[config.mk]
export PLATFORM = sky130hd
export DESIGN_NAME = sl_transmitter_flat
export DESIGN_NICKNAME = d
export VERILOG_FILES = /design/src/rtl/sl_pkg.sv /design/src/rtl/sl_transmitter_if.sv /design/src/rtl/sl_phase_timer.sv /design/src/rtl/sl_transmitter.sv /design/src/flat_wrapper.sv
export SDC_FILE = /design/constraint.sdc
export NUM_CORES = 1
export LEC_CHECK = 0
export BUFFER_PORTS_ARGS = -buffer_cell sky130_fd_sc_hd__buf_2
export CORE_AREA = 2 2 89 91
export CTS_BUF_LIST = sky130_fd_sc_hd__clkbuf_4 sky130_fd_sc_hd__clkbuf_8
export CTS_CLUSTER_SIZE = 14
export DETAILED_ROUTE_END_ITERATION = 8
export DIE_AREA = 0 0 91 93
export SYNTH_ARGS = -nofsm -noshare
export SYNTH_HDL_FRONTEND = slang
export SYNTH_SLANG_ARGS = --single-unit
export TNS_END_PERCENT = 30
[constraint.sdc]
create_clock -name clk -period 3 [get_ports clk]
set_input_delay 0.6 -clock clk [delete_from_list [all_inputs] [get_ports clk]]
set_output_delay 0.6 -clock clk [all_outputs]
set_load 0.01 [all_outputs]
[src/rtl/sl_pkg.sv]
// Shared SL link types and helpers used by the transmitter and the SL receiver.
package sl_pkg;

  localparam int unsigned SL_DATA_W = 32;
  localparam int unsigned SL_CNT_W  = 6;

  typedef logic [SL_CNT_W-1:0]  sl_cnt_t;
  typedef logic [SL_DATA_W-1:0] sl_word_t;

  typedef enum logic [1:0] {
    SL_M8   = 2'd0,
    SL_M16  = 2'd1,
    SL_M32  = 2'd2,
    SL_MBAD = 2'd3
  } sl_mode_t;

  typedef enum logic [2:0] {
    ST_IDLE      = 3'd0,
    ST_BIT_LOW   = 3'd1,
    ST_BIT_HIGH  = 3'd2,
    ST_PAR_LOW   = 3'd3,
    ST_PAR_HIGH  = 3'd4,
    ST_STOP_LOW  = 3'd5,
    ST_STOP_HIGH = 3'd6
  } sl_tx_state_t;

  // Data bits per frame; 0 flags the illegal mode.
  function automatic sl_cnt_t sl_nbits(input sl_mode_t mode);
    case (mode)
      SL_M8:   return sl_cnt_t'(8);
      SL_M16:  return sl_cnt_t'(16);
      SL_M32:  return sl_cnt_t'(32);
      default: return sl_cnt_t'(0);
    endcase
  endfunction

  // Odd parity over the active low bits; masked-off bits do not change the XOR.
  function automatic logic sl_parity(input sl_word_t data, input sl_mode_t mode);
    sl_word_t mask;
    case (mode)
      SL_M8:   mask = 32'h0000_00FF;
      SL_M16:  mask = 32'h0000_FFFF;
      default: mask = 32'hFFFF_FFFF;
    endcase
    return ~^(data & mask);
  endfunction

endpackage

[src/rtl/sl_transmitter_if.sv]
// Word-request handshake plus the two SL link lines driven by the transmitter.
interface sl_transmitter_if;
  import sl_pkg::*;

  logic [1:0]  mode;
  sl_word_t    data;
  logic        start;
  logic        ready;
  logic        done;
  logic        err;
  logic        sl0;
  logic        sl1;

  modport master (
    output mode, data, start,
    input  ready, done, err, sl0, sl1
  );

  modport slave (
    input  mode, data, start,
    output ready, done, err, sl0, sl1
  );
endinterface

[src/rtl/sl_phase_timer.sv]
// Loadable down-counter that times each line phase; holds at zero.
module sl_phase_timer #(
  parameter int unsigned TW = 8
) (
  input  logic          clk,
  input  logic          reset,
  input  logic          i_load,
  input  logic [TW-1:0] i_load_val,
  output logic          o_tc_c
);

  logic [TW-1:0] r_cnt;

  always_ff @(posedge clk or posedge reset) begin
    if (reset) begin
      r_cnt <= '0;
    end else if (i_load) begin
      r_cnt <= i_load_val;
    end else if (r_cnt != '0) begin
      r_cnt <= r_cnt - TW'(1);
    end
  end

  assign o_tc_c = (r_cnt == '0);

endmodule

[src/rtl/sl_transmitter.sv]
// Serialises a latched word onto the two-wire SL link: N data bits LSB first,
// an odd-parity bit, then a stop symbol with both lines low together.
module sl_transmitter
  import sl_pkg::*;
#(
  parameter int unsigned LOW_CYCLES  = 2,
  parameter int unsigned HIGH_CYCLES = 2,
  parameter int unsigned TW          = 8
) (
  input  logic               clk,
  input  logic               reset,
  sl_transmitter_if.slave    bus
);

  localparam logic [TW-1:0] LOW_LD  = TW'(LOW_CYCLES - 1);
  localparam logic [TW-1:0] HIGH_LD = TW'(HIGH_CYCLES - 1);

  sl_tx_state_t r_state;
  sl_word_t     r_shift;
  sl_cnt_t      r_bitcnt;
  sl_mode_t     r_mode;
  logic         r_par;
  logic         r_sl0;
  logic         r_sl1;
  logic         r_ready;
  logic         r_done;
  logic         r_err;

  sl_tx_state_t w_state_nxt;
  sl_word_t     w_shift_nxt;
  sl_cnt_t      w_bitcnt_nxt;
  sl_cnt_t      w_last_bit;
  sl_mode_t     w_mode_in;
  logic         w_accept;
  logic         w_done_nxt;
  logic         w_err_nxt;
  logic         w_sl0_nxt;
  logic         w_sl1_nxt;
  logic         w_load;
  logic [TW-1:0] w_load_val;
  logic         w_tc;

  assign w_mode_in  = sl_mode_t'(bus.mode);
  assign w_last_bit = sl_nbits(r_mode) - sl_cnt_t'(1);

  sl_phase_timer #(.TW(TW)) u_timer (
    .clk        (clk),
    .reset      (reset),
    .i_load     (w_load),
    .i_load_val (w_load_val),
    .o_tc_c     (w_tc)
  );

  // State register and registered line/handshake outputs.
  always_ff @(posedge clk or posedge reset) begin
    if (reset) begin
      r_state  <= ST_IDLE;
      r_shift  <= '0;
      r_bitcnt <= '0;
      r_mode   <= SL_M8;
      r_par    <= 1'b0;
      r_sl0    <= 1'b1;
      r_sl1    <= 1'b1;
      r_ready  <= 1'b1;
      r_done   <= 1'b0;
      r_err    <= 1'b0;
    end else begin
      r_state  <= w_state_nxt;
      r_shift  <= w_shift_nxt;
      r_bitcnt <= w_bitcnt_nxt;
      if (w_accept) begin
        r_mode <= w_mode_in;
        r_par  <= sl_parity(bus.data, w_mode_in);
      end
      r_sl0    <= w_sl0_nxt;
      r_sl1    <= w_sl1_nxt;
      r_ready  <= (w_state_nxt == ST_IDLE);
      r_done   <= w_done_nxt;
      r_err    <= w_err_nxt;
    end
  end

  // Next-state, shifter, timer reload and next line levels.
  always_comb begin
    w_state_nxt  = r_state;
    w_shift_nxt  = r_shift;
    w_bitcnt_nxt = r_bitcnt;
    w_accept     = 1'b0;
    w_done_nxt   = 1'b0;
    w_err_nxt    = 1'b0;
    w_sl0_nxt    = 1'b1;
    w_sl1_nxt    = 1'b1;
    w_load       = 1'b0;
    w_load_val   = HIGH_LD;

    case (r_state)
      ST_IDLE: begin
        if (bus.start) begin
          if (w_mode_in == SL_MBAD) begin
            w_err_nxt = 1'b1;
          end else begin
            w_accept     = 1'b1;
            w_state_nxt  = ST_BIT_LOW;
            w_shift_nxt  = bus.data;
            w_bitcnt_nxt = '0;
          end
        end
      end
      ST_BIT_LOW: begin
        if (w_tc) w_state_nxt = ST_BIT_HIGH;
      end
      ST_BIT_HIGH: begin
        if (w_tc) begin
          if (r_bitcnt == w_last_bit) begin
            w_state_nxt = ST_PAR_LOW;
          end else begin
            w_state_nxt  = ST_BIT_LOW;
            w_bitcnt_nxt = r_bitcnt + sl_cnt_t'(1);
            w_shift_nxt  = {1'b0, r_shift[SL_DATA_W-1:1]};
          end
        end
      end
      ST_PAR_LOW: begin
        if (w_tc) w_state_nxt = ST_PAR_HIGH;
      end
      ST_PAR_HIGH: begin
        if (w_tc) w_state_nxt = ST_STOP_LOW;
      end
      ST_STOP_LOW: begin
        if (w_tc) w_state_nxt = ST_STOP_HIGH;
      end
      ST_STOP_HIGH: begin
        if (w_tc) begin
          w_state_nxt = ST_IDLE;
          w_done_nxt  = 1'b1;
        end
      end
      default: begin
        w_state_nxt = ST_IDLE;
      end
    endcase

    // Timer restarts on every state entry, including BIT_HIGH -> BIT_LOW.
    w_load = (w_state_nxt != r_state);
    if ((w_state_nxt == ST_BIT_LOW) || (w_state_nxt == ST_PAR_LOW) ||
        (w_state_nxt == ST_STOP_LOW)) begin
      w_load_val = LOW_LD;
    end

    // Lines follow the next state so they change on the same edge as r_state.
    case (w_state_nxt)
      ST_BIT_LOW: begin
        if (w_shift_nxt[0]) w_sl1_nxt = 1'b0;
        else                w_sl0_nxt = 1'b0;
      end
      ST_PAR_LOW: begin
        if (r_par) w_sl1_nxt = 1'b0;
        else       w_sl0_nxt = 1'b0;
      end
      ST_STOP_LOW: begin
        w_sl0_nxt = 1'b0;
        w_sl1_nxt = 1'b0;
      end
      default: begin
        w_sl0_nxt = 1'b1;
        w_sl1_nxt = 1'b1;
      end
    endcase
  end

  assign bus.ready = r_ready;
  assign bus.done  = r_done;
  assign bus.err   = r_err;
  assign bus.sl0   = r_sl0;
  assign bus.sl1   = r_sl1;

endmodule

[src/flat_wrapper.sv]
// flat-port wrapper written by rule: the top's interface ports become plain ports
module sl_transmitter_flat import sl_pkg::*;
#(
  parameter int unsigned LOW_CYCLES  = 2,
  parameter int unsigned HIGH_CYCLES = 2,
  parameter int unsigned TW          = 8
)
  (clk, reset, bus_mode, bus_data, bus_start, bus_ready, bus_done, bus_err, bus_sl0, bus_sl1);
  sl_transmitter_if bus_i ();
  input  logic clk;
  input  logic reset;
  input wire logic [$bits(bus_i.mode)-1:0] bus_mode;
  input wire logic [$bits(bus_i.data)-1:0] bus_data;
  input wire logic [$bits(bus_i.start)-1:0] bus_start;
  output wire logic [$bits(bus_i.ready)-1:0] bus_ready;
  output wire logic [$bits(bus_i.done)-1:0] bus_done;
  output wire logic [$bits(bus_i.err)-1:0] bus_err;
  output wire logic [$bits(bus_i.sl0)-1:0] bus_sl0;
  output wire logic [$bits(bus_i.sl1)-1:0] bus_sl1;
  assign bus_i.mode = bus_mode;
  assign bus_i.data = bus_data;
  assign bus_i.start = bus_start;
  assign bus_ready = bus_i.ready;
  assign bus_done = bus_i.done;
  assign bus_err = bus_i.err;
  assign bus_sl0 = bus_i.sl0;
  assign bus_sl1 = bus_i.sl1;
  sl_transmitter #(.LOW_CYCLES(LOW_CYCLES), .HIGH_CYCLES(HIGH_CYCLES), .TW(TW)) u_core (.clk(clk), .reset(reset), .bus(bus_i));
endmodule
# After elaboration in Yosys (flattened, before gate mapping)
# Index checks and enable logic that the tools add are counted.
totals:
  wordCells: 84
  register_bits: 57
  out_inout_bits: 5
op_classes:
  bitwise: 1
  n_addsub: 3
  n_eq_ne: 19
  muxes: 39
  reduce_logical: 10
ops:
  columns: ["operator", "count"]
  rows:
  - ["2-to-1 mux 32 bit", 5]
  - ["one-hot mux 32 bit (2 select lines)", 2]
  - ["AND 32 bit", 1]
  - ["XNOR reduction 32 bit", 1]
  - ["2-to-1 mux 3 bit", 8]
  - ["2-to-1 mux 6 bit", 4]
  - ["one-hot mux 3 bit (7 select lines)", 1]
  - ["one-hot mux 6 bit (3 select lines)", 1]
  - ["2-to-1 mux 8 bit", 2]
  - ["equality test 3 bit, second input constant", 4]
  - ["2-to-1 mux 1 bit", 12]
  - ["one-hot mux 6 bit (2 select lines)", 1]
  - ["equality test 3 x 2 -> 1 bit, second input constant", 3]
  - ["logical NOT 8 bit", 1]
  - ["!= test 2 bit, second input constant", 4]
  - ["nonzero test 8 bit", 1]
  - ["subtractor 8 x 1 -> 8 bit, second input constant", 1]
  - ["adder 6 x 1 -> 6 bit, second input constant", 1]
  - ["equality test 3 x 1 -> 1 bit, second input constant", 2]
  - ["equality test 6 bit", 1]
  - ["logical NOT 3 bit", 2]
  - ["one-hot mux 1 bit (3 select lines)", 2]
  - ["subtractor 6 x 1 -> 6 bit, second input constant", 1]
  - ["AND reduction 5 bit", 1]
  - ["other kinds (6)", 10]

# Longest topological paths before layout
# Gate-level depths: netlist of the first run.
depth:
  word_depth: 9
  depth_mapped: 9
  ltp_nobuf: 7

# Cells and area by module
# Synthesis of the first run repeated with hierarchy kept, for this count alone.
unflattened:
  hier_cells: 306
  area_unflattened_um2: 3046.7
modules_own_cells:
  columns: ["module", "area_per_inst_um2", "cells_each", "n_inst"]
  rows:
  - ["sl_transmitter", 2549.9, 250, 1]
  - ["sl_phase_timer", 496.7, 56, 1]

# Worst setup path after synthesis of the first run
# OpenSTA, ideal clock, no wires.
synth_timing:
  kind: "reg2reg"
  start: "reg u_core.u_timer.r_cnt[3]"
  end: "reg u_core.r_bitcnt[0]"
  t_arrival_ns: 2.304
  path_stages_with_launch: 8
  n_path_buf: 2
  synth_period_minus_slack_ns: 2.428
  path_slack_ns: 0.572
  setup_time_ns: 0.125
  t_required_ns: 2.875
  path_cell_list: "dfrtp_1 or4_4 or4b_1 buf_2 a211oi_4 nor2_1 buf_2 mux2_2"
synth_between:
  elab_chain_len: 3
synth_rtl:
  columns: ["element", "line", "rtl"]
  rows:
  - ["start: declaration", "sl_phase_timer.sv:12", "logic [TW-1:0] r_cnt;"]
  - ["start signal: assignment", "sl_phase_timer.sv:18", "r_cnt <= i_load_val;"]
  - ["start signal: assignment", "sl_phase_timer.sv:20", "r_cnt <= r_cnt - TW'(1);"]
  - ["logical NOT 8 bit", "sl_phase_timer.sv:24", "assign o_tc_c = (r_cnt == '0);"]
  - ["!= test 2 bit (no source line)", null, null]
  - ["AND reduction 5 bit (no source line)", null, null]
  - ["end signal: assignment", "sl_transmitter.sv:70", "r_bitcnt <= w_bitcnt_nxt;"]
  - ["end: declaration", "sl_transmitter.sv:20", "sl_cnt_t r_bitcnt;"]
# Every way passes these cells.
# A chain may end at the register's enable or synchronous reset.

# Worst setup path in the final report of the first run
layout_timing:
  start: "reg u_core.u_timer.r_cnt[3]"
  end: "reg u_core.r_shift[1]"
layout_between:
  elab_chain_len: 3
layout_rtl:
  columns: ["element", "line", "rtl"]
  rows:
  - ["logical NOT 8 bit", "sl_phase_timer.sv:24", null]
  - ["!= test 2 bit (no source line)", null, null]
  - ["AND reduction 5 bit (no source line)", null, null]
  - ["end signal: assignment", "sl_transmitter.sv:69", "r_shift <= w_shift_nxt;"]
  - ["end: declaration", "sl_transmitter.sv:19", "sl_word_t r_shift;"]
# Every way passes these cells.

==> flow_metrics.tcl, run 1 <==
set metrics [dict create \
    syn_nets 344 \
    cts_buffer_depth 2 \
    port_buffers 41 \
    diodes 0 \
    grt_max_degree 42 \
    cp_data_arrival_time_ps 2910 \
    critPathRequiredTime_ps 3210 \
    fin_skew_ps 7.10 \
    die_h_um 93 \
    synth_adder_area_share_pct 1.28 \
    cts_buffers 9 \
    drt_wl_total_um 6180 \
    drt-pass1-iter-count 4 \
    final_net_count 387 \
    cts_sinks 57 \
    relSlewSlack_pct 55.9 \
    synth_edf_count 0 \
    final-instance-count-excl-fill 454 \
    clockRootBuffer "clkbuf_8" \
    maxSlewViolCount 0 \
    yosys_warnings 0 \
    hold_viol_final 0 \
    die_x_um 91 \
    tightest_slew_ps 660 \
    core_area_mm2 0.00753 \
    antenna_found_initial 0 \
    cts_max_level 3 \
    netlist_area_mm2 0.00294 \
    post-route-drc-count 0 \
    clk-insertion-delay-late_ps 330 \
    rsz0062_at_grt "no" \
    powerDensity_mw_per_mm2 838 \
    grt_pass1_vias 2316 \
    grt_pass1_wl_um 10700 \
    timing.setup.tns_ps 0 \
    io-pin-count 42 \
    path_clk_slew_ps 70 \
    p_leak_nw 1.60 \
    vias 2266 \
    routabilityCongestion 0.739 \
    fmax_mhz 370 \
    place_hpwl_um 4340 \
    vias_per_cell 4.99 \
    fin_crit_sh_pct 90.1 \
    synth_xor_area_share_pct 12.2 \
    drtIter0Drc 93 \
    ir_worst_vdd_v 0.000379 \
    drive_gt1_share_pct 23.0 \
    min_path_type "in2async" \
    finalCriticalPeriod_ps 2700 \
    synth-seq-area-share_pct 48.6 \
    cts_setup_buffers 0 \
    async_reset_ff_share_pct 100 \
    synth_top_family_by_area "simple AND/OR/NAND/NOR gates" \
    globalRouteOverflowTotal 0 \
    synthSimpleGateAreaFrac_pct 19.3 \
    synthDistinctLibCells 45 \
    synthMuxAreaShare_pct 1.45 \
    setup_viol 0 \
    ctsResizeCount 0 \
    ys.flop_type "dfrtp_1" \
    status "finished clean" \
    syn_inst 304 \
    area_growth_pct 18.3 \
    syn_area_per_cell_um2 9.67 \
    worstSetupPathType "reg2reg" \
    drtAntennaViolNets 0 \
    startpoint_type "flop" \
    wl_per_cell_um 13.6 \
    cts_tree "done" \
    ys_ff_latch 57 \
    reg2reg_depth 6 \
    place_inst 438 \
    fp.dieArea_mm2 0.00846 \
    start_util_pct 39.1 \
    grt_usage_pct 15.7 \
    crit_fanout 11 \
    end_kind "flop" \
    synth-compound-area-share_pct 13.7 \
    hold_buffers 0 \
    core.rowCount 32 \
    timing.max_cap.violations 0 \
]
-- placed cells by master, fill, tap and decap left out, drive strengths merged, types with 2 or more instances in the layout --
cell type / instances
a21oi: 3
xor2: 9
dfrtp: 54
nand3: 2
nand3b: 3
xnor2: 32
nand4: 2
nor2: 24
or4b: 2
ha: 3
and3: 3
buf: 48
clkbuf: 13
o21ai: 6
mux2i: 2
dfstp: 3
nand2: 74
clkinv: 2
nand2b: 3
mux2: 2
nor3: 4
a211oi: 3
or4: 3
inv: 5
o211ai: 3
a22oi: 29
-- flip-flops by register name, summed over array words and instances, names as in the netlist --
| register | flops |
|---|---|
| u_core.r_par | 1 |
| u_core.bus.done | 1 |
| u_core.r_mode | 2 |
| u_core.r_bitcnt | 6 |
| u_core.bus.err | 1 |
| u_core.u_timer.r_cnt | 8 |
| u_core.bus.sl1 | 1 |
| u_core.r_state | 3 |
| u_core.bus.ready | 1 |
| u_core.bus.sl0 | 1 |
| u_core.r_shift | 32 |
-- cell usage after synthesis, types with 2 or more instances --
master    instances  area, um2
a211oi_1          2       15.0
a21oi_1           3       15.0
a22oi_1          29        218
and3_1            3       18.8
buf_2             4       20.0
buf_4             4       30.0
clkbuf_1          8       30.0
dfrtp_1          54       1350
dfstp_2           3       78.8
ha_1              3       37.5
inv_1             5       18.8
mux2_2            2       22.5
mux2i_1           2       20.0
nand2_1          74        278
nand2b_1          3       18.8
nand3_1           2       10.0
nand3b_1          3       22.5
nand4_1           2       12.5
nor2_1           24       90.1
nor3_1            4       20.0
o211ai_2          2       25.0
o21ai_0           5       25.0
or4_1             2       15.0
xnor2_1          32        280
xor2_1            9       78.8
-- final cells by class --
cell class | instances | area (um2)
clock buffer | 13 | 166
clock inverter | 3 | 40.0
fill | 777 | 4050
inverter | 5 | 18.8
multi-input combinational | 226 | 1430
sequential | 57 | 1430
tap | 102 | 128
timing repair buffer | 48 | 270
-- metal layers --
metal / vias to the layer above / wire, um / part of all wire [%] / GRT usage, %
met5: - / 0 / 0 / 0
met4: 0 / 55 / 0.89 / 3.66
met3: 6 / 360 / 5.8 / 5.24
met2: 58 / 2830 / 46 / 25.0
met1: 1077 / 2930 / 47 / 20.9
li1: 1125 / - / - / -
-- cells by family (layout without fill, tap and decap cells) --
logic type,after synthesis,count (layout)
XOR/XNOR,41,41
multiplexers,4,4
AND/OR/NAND/NOR,126,126
flip-flops,57,57
buffers and inverters,21,69
adder cells (fa/ha/maj),3,3
AO/OA/AOI/OAI,52,52
-- worst max-delay path, stage by stage (launching register included) --
cell,delay (ps)
dfrtp_1,420
or4_4,570
or4b_1,620
a211oi_4,390
buf_4,250
nor3_1,60
a221o_1,260
-- stage by stage --
stage | cell area, um2 | setup WS (ps) | hold WS, ps | utilization [%] | total power [W]
global placement | 3270 | 344 | 460 | 43.5 | 0.00214
detailed placement | 3270 | 303 | 463 | 43.5 | 0.00218
finish | 3480 | 298 | 361 | 46.2 | 0.00292
floorplan | 2940 | 572 | 447 | - | 0.00195
global route | 3480 | 203 | 413 | 46.2 | 0.00313
CTS | 3480 | 292 | 375 | 46.2 | 0.00295
-- path summary, 6_finish.rpt --
path / startpoint / endpoint / slack, ps
max: u_core.u_timer.r_cnt[3]$_DFFE_PP0P_ / u_core.r_shift[1]$_DFFE_PP0P_ / 300
min: reset / u_core.r_shift[25]$_DFFE_PP0P_ / 360
max reg2reg: u_core.u_timer.r_cnt[3]$_DFFE_PP0P_ / u_core.r_shift[1]$_DFFE_PP0P_ / 300
min reg2reg: u_core.r_shift[3]$_DFFE_PP0P_ / u_core.r_shift[3]$_DFFE_PP0P_ / 480
max in group asynchronous: reset / u_core.r_bitcnt[0]$_DFFE_PP0P_ / 1970
min in group clk: u_core.r_shift[3]$_DFFE_PP0P_ / u_core.r_shift[3]$_DFFE_PP0P_ / 480
-- report_power, final --
part           switching, W  internal [W]
clock network      0.000303      0.000445
registers          0.000237       0.00112
logic              0.000432      0.000378
(Power assumes the default switching activity.)
==> run 2, diff against run 1 <==
Settings changed: ABC_AREA set to 1, CORE_AREA 2 2 89 91 to 2 2 97 99, DIE_AREA 0 0 91 93 to 0 0 99 101.
==> flow_metrics.tcl, run 2 <==
set metrics [dict create \
    status "finished clean" \
    ctsResizeCount 0 \
    antenna_found_initial 0 \
    cts_buffers 9 \
    relSlewSlack_pct 69.1 \
    timing.max_cap.violations 0 \
    synth_top_area_share_pct 38.4 \
    routabilityCongestion 0.815 \
    grt_pass1_wl_um 13500 \
    min_path_type "in2async" \
    synth.area.top_cells "dfrtp_1 (38%), nand2_1 (18%), inv_1 (8.3%)" \
    cp_data_arrival_time_ps 2560 \
    timing.setup.tns_ps 0 \
    path_clk_slew_ps 70 \
    timing.rr.end "u_core.r_shift[26]$_DFFE_PP0P_" \
    vias_per_cell 4.93 \
    core_area_mm2 0.00898 \
    r2r-start "u_core.u_timer.r_cnt[0]$_DFFE_PP0P_" \
    drt_wl_total_um 7920 \
    synth-seq-area-share_pct 40.7 \
    drive_gt1_share_pct 15.4 \
    clk-insertion-delay-late_ps 330 \
    regMostFlops "u_core.r_shift" \
    startpoint_type "flop" \
    cts_tree "done" \
    yosys_warnings 0 \
    async_reset_ff_share_pct 100 \
    fin_crit_sh_pct 79.0 \
    port_buffers 41 \
    netlist_area_mm2 0.00352 \
    reg2reg_slack_ps 630 \
    cp_slowest_cell "dfrtp_1" \
    end_kind "flop" \
    cp_num_buf_inv 4 \
    cts_sinks 57 \
    grt_pass1_vias 2934 \
    ys.flop_type "dfrtp_1" \
    globalRouteOverflowTotal 0 \
    ys_ff_latch 57 \
    drtAntennaViolNets 0 \
    tightest_slew_ps 463 \
    crit_path_end "u_core.r_shift[26]$_DFFE_PP0P_" \
    synth_edf_count 0 \
    die_x_um 99 \
    grt_max_degree 29 \
    core.rowCount 35 \
    final_common_cell "nand2_1" \
    fp.dieArea_mm2 0.0100 \
    p_leak_nw 2.23 \
    syn_area_per_cell_um2 7.31 \
    synthDistinctLibCells 35 \
    fmax_mhz 422 \
    diodes 0 \
    cp_top_family "simple AND/OR/NAND/NOR gates" \
    setup_viol 0 \
    post-route-drc-count 0 \
    rsz0062_at_grt "no" \
    place_hpwl_um 5880 \
    critPathMaxStageDelay_ps 380 \
    crit_start "u_core.u_timer.r_cnt[0]$_DFFE_PP0P_" \
    maxSlewViolCount 0 \
    hold_buffers 0 \
    finalCriticalPeriod_ps 2370 \
    vias 3163 \
    drtIter0Drc 121 \
    final_net_count 566 \
    powerDensity_mw_per_mm2 437 \
    crit_fanout 28 \
    cts_setup_buffers 0 \
    worstSetupPathType "reg2reg" \
    yosys-top-cells-count "nand2_1 (170), inv_1 (78), dfrtp_1 (54)" \
    layout_common_cells "nand2_1 (170), inv_1 (77), dfrtp_1 (54)" \
    holdWs_ps 281 \
    reg2reg_depth 11 \
    largest_reg_flops 32 \
    grt_usage_pct 16.8 \
    largestRegisters "u_core.r_shift x32, u_core.u_timer.r_cnt x8, u_core.r_bitcnt x6" \
    area_growth_pct 14.9 \
    hold_viol_final 0 \
    cp_cell_sequence "inv_1 -> ha_1 -> inv_1 -> nor3_1 -> nand2_2 -> inv_4 -> nand3_4 -> nand2_8 -> inv_2 -> nand2_1 -> o221ai_1" \
    cts_buffer_depth 2 \
    drt-pass1-iter-count 4 \
    syn_nets 521 \
    syn_inst 481 \
    cts_max_level 3 \
    yosys.area.top_type "dfrtp_1" \
    fin_skew_ps 12.6 \
    synth_most_common_cell "nand2_1" \
    die_h_um 101 \
    ir_worst_vdd_v 0.000258 \
    io-pin-count 42 \
    critPathRequiredTime_ps 3190 \
    wl_per_cell_um 12.3 \
    cp_num_cells 11 \
    clockRootBuffer "clkbuf_8" \
    start_util_pct 39.2 \
    cp_common_cell "inv_1" \
]
## run 2: changes by cell type after synthesis, moves of 4 or more
cell | previous run | this run
nand2_1 | 74 | 170
buf_4 | 4 | 0
nor2_1 | 24 | 50
a22oi_1 | 29 | 0
o221ai_1 | 0 | 31
inv_1 | 5 | 78
clkbuf_1 | 8 | 1
nand4_1 | 2 | 10
nand3_1 | 2 | 19
xnor2_1 | 32 | 8
inv_2 | 0 | 4
## run 2: layer usage
layer	track usage, %	part of all wire, %	vias to the layer above
met5	0	0	-
met4	7.38	2.5	0
met3	2.77	3.2	18
met2	26.6	46	55
met1	22.7	48	1466
li1	-	-	1624
## run 2: worst min path at each step
| stage | startpoint | to | depth (start not counted) |
|---|---|---|---|
| floorplan | u_core.r_shift[30]$_DFFE_PP0P_ | u_core.r_shift[30]$_DFFE_PP0P_ | 2 |
| global placement | u_core.r_shift[3]$_DFFE_PP0P_ | u_core.r_shift[3]$_DFFE_PP0P_ | 2 |
| detailed placement | u_core.r_shift[19]$_DFFE_PP0P_ | u_core.r_shift[19]$_DFFE_PP0P_ | 2 |
| CTS | reset | u_core.r_shift[29]$_DFFE_PP0P_ | 2 |
| global route | reset | u_core.r_shift[29]$_DFFE_PP0P_ | 2 |
| finish | reset | u_core.r_bitcnt[2]$_DFFE_PP0P_ | 2 |
## run 2: power by group
part,internal (W),total (W),switching [W]
registers,0.000769,0.000769,0
clock network,0.000498,0.000812,0.000314
logic,0.0000655,0.000186,0.000121
## run 2: cell families (layout without fill, tap and decap cells)
family	Yosys count	in the layout	share of synthesized area [%]
buf+inv	93	143	10.9
compound gates	43	43	9.86
xor+xnor	17	17	4.24
simple gates	268	268	33.3
fa+ha+maj	3	3	1.07
flops	57	57	40.7
## run 2: final cells by class
| type | instances | area [um2] |
|---|---|---|
| clock inverters | 5 | 78.8 |
| well taps | 111 | 139 |
| inverters | 83 | 314 |
| multi-input cells | 331 | 1700 |
| repair buffers | 44 | 228 |
| clock buffers | 11 | 145 |
| fillers | 897 | 4940 |
| flip-flops and latches | 57 | 1430 |
## run 2: stage by stage
step	instance area, um2	worst slack (ps)	std cells	util [%]	power (W)
floorplan	3520	1010	481	-	0.000900
global placement	3810	715	626	42.5	0.000964
detailed placement	3810	624	626	42.5	0.000972
CTS	4040	593	642	45.0	0.00178
global route	4040	356	642	45.0	0.00184
finish	4040	631	642	45.0	0.00177
==> run 3, diff against run 2 <==
Clock period 3 ns to 2.24 ns, I/O delays scaled along.
==> flow_metrics.tcl, run 3 (same netlist as run 2, synthesis figures left out) <==
set metrics [dict create \
    status "finished clean" \
    drtIter0Drc 110 \
    antenna_found_initial 0 \
    critPathMaxStageDelay_ps 380 \
    drt-pass1-iter-count 4 \
    reg2reg_slack_ps 230 \
    drt_wl_total_um 8040 \
    final_util_pct 44.9 \
    end_kind "flop" \
    wl_per_cell_um 12.4 \
    holdWs_ps 132 \
    cts_setup_buffers 0 \
    fin_crit_sh_pct 89.9 \
    cp_data_arrival_time_ps 2200 \
    relSlewSlack_pct 66.5 \
    area_growth_pct 14.6 \
    timing.rr.end "u_core.r_shift[26]$_DFFE_PP0P_" \
    cts_buffer_depth 2 \
    finalWorstSetupSlack_ps 225 \
    setup_viol 0 \
    cts_sinks 57 \
    crit_fanout 19 \
    regMostFlops "u_core.r_shift" \
    clockRootBuffer "clkbuf_8" \
    r2r-start "u_core.u_timer.r_cnt[0]$_DFFE_PP0P_" \
    ir_worst_vdd_v 0.000233 \
    finalPower_w 0.00212 \
    grt_pass1_vias 3027 \
    timing.max_cap.violations 0 \
    routabilityCongestion 0.822 \
    cp_cell_sequence "inv_1 -> ha_1 -> inv_1 -> nor3_1 -> nand2_2 -> inv_4 -> nand3_4 -> nand2_8 -> inv_2 -> nand2_1 -> o221ai_1" \
    fmax_mhz 496 \
    drtAntennaViolNets 0 \
    place_hpwl_um 6000 \
    globalRouteOverflowTotal 0 \
    powerDensity_mw_per_mm2 527 \
    port_buffers 41 \
    fin_skew_ps 11.2 \
    clk-insertion-delay-late_ps 340 \
    startpoint_type "flop" \
    rsz0062_at_grt "no" \
    hold_viol_final 0 \
    maxSlewViolCount 0 \
    grt_max_degree 25 \
    post-route-drc-count 0 \
    min_path_type "in2async" \
    vias_per_cell 4.93 \
    finalCriticalPeriod_ps 2010 \
    cp_common_cell "inv_1" \
    cp_slowest_cell "dfrtp_1" \
    drive_gt1_share_pct 16.1 \
    cts_tree "done" \
    cts_max_level 3 \
    reg2reg_depth 11 \
    critPathRequiredTime_ps 2430 \
    layout_common_cells "nand2_1 (170), inv_1 (77), dfrtp_1 (54)" \
    largest_reg_flops 32 \
    path_clk_slew_ps 70 \
    largestRegisters "u_core.r_shift x32, u_core.u_timer.r_cnt x8, u_core.r_bitcnt x6" \
    die_h_um 101 \
    cp_num_buf_inv 4 \
    core.rowCount 35 \
    fp.dieArea_mm2 0.0100 \
    core_area_mm2 0.00898 \
    cp_top_family "simple AND/OR/NAND/NOR gates" \
    io-pin-count 42 \
    vias 3182 \
    grt_pass1_wl_um 13900 \
    diodes 0 \
    final_common_cell "nand2_1" \
    start_util_pct 39.2 \
    p_leak_nw 2.24 \
    worstSetupPathType "reg2reg" \
    ctsResizeCount 0 \
    place_ws_ps 255 \
    final_net_count 572 \
    cts_buffers 9 \
    timing.setup.tns_ps 0 \
    hold_buffers 0 \
    die_x_um 99 \
    tightest_slew_ps 501 \
    grt_usage_pct 17.5 \
]
-- run 3: changes by cell type in the layout (fill, tap and decap cells not counted), sizes merged --
cell | previous run | this run
clkinv | 3 | 2
clkinvlp | 0 | 1
bufinv | 2 | 0
buf | 44 | 50
-- run 3: cell type report --
class | count | area [um2]
Inverter | 83 | 314
Tap cell | 111 | 139
Clock buffer | 11 | 151
Clock inverter | 3 | 17.5
Fill cell | 901 | 4950
Timing Repair Buffer | 50 | 273
Sequential cell | 57 | 1430
Multi-Input combinational cell | 331 | 1700
-- run 3: per-layer routing --
layer  wire (um)  vias to the layer above  global-route usage (%)
met2        3740                       55                    28.0
met1        3840                     1481                    23.1
met5           0                        -                       0
met4         126                        0                    6.32
li1            -                     1635                       -
met3         328                       11                    4.30
-- run 3: worst max-delay path by stage --
stage	cells past startpoint	slack [ps]	startpoint	end
floorplan	1	400	reset	u_core.bus.done$_DFF_PP0_
global placement	11	310	u_core.u_timer.r_cnt[0]$_DFFE_PP0P_	u_core.r_shift[15]$_DFFE_PP0P_
detailed placement	11	260	u_core.u_timer.r_cnt[0]$_DFFE_PP0P_	u_core.r_shift[6]$_DFFE_PP0P_
CTS	11	220	u_core.u_timer.r_cnt[0]$_DFFE_PP0P_	u_core.r_shift[26]$_DFFE_PP0P_
global route	11	30	u_core.u_timer.r_cnt[0]$_DFFE_PP0P_	u_core.r_shift[30]$_DFFE_PP0P_
finish	11	230	u_core.u_timer.r_cnt[0]$_DFFE_PP0P_	u_core.r_shift[26]$_DFFE_PP0P_
-- run 3: per-stage QoR --
step | instances | cell area, um2
2_1_floorplan | 481 | 3520
3_3_place_gp | 632 | 3860
3_5_place_dp | 632 | 3860
4_1_cts | 646 | 4030
5_1_grt | 646 | 4030
6_report | 646 | 4030
-- run 3: report_power, final --
group          internal (W)  switching, W
clock network      0.000445      0.000400
logic             0.0000876      0.000159
registers           0.00103             0
total               0.00156      0.000560
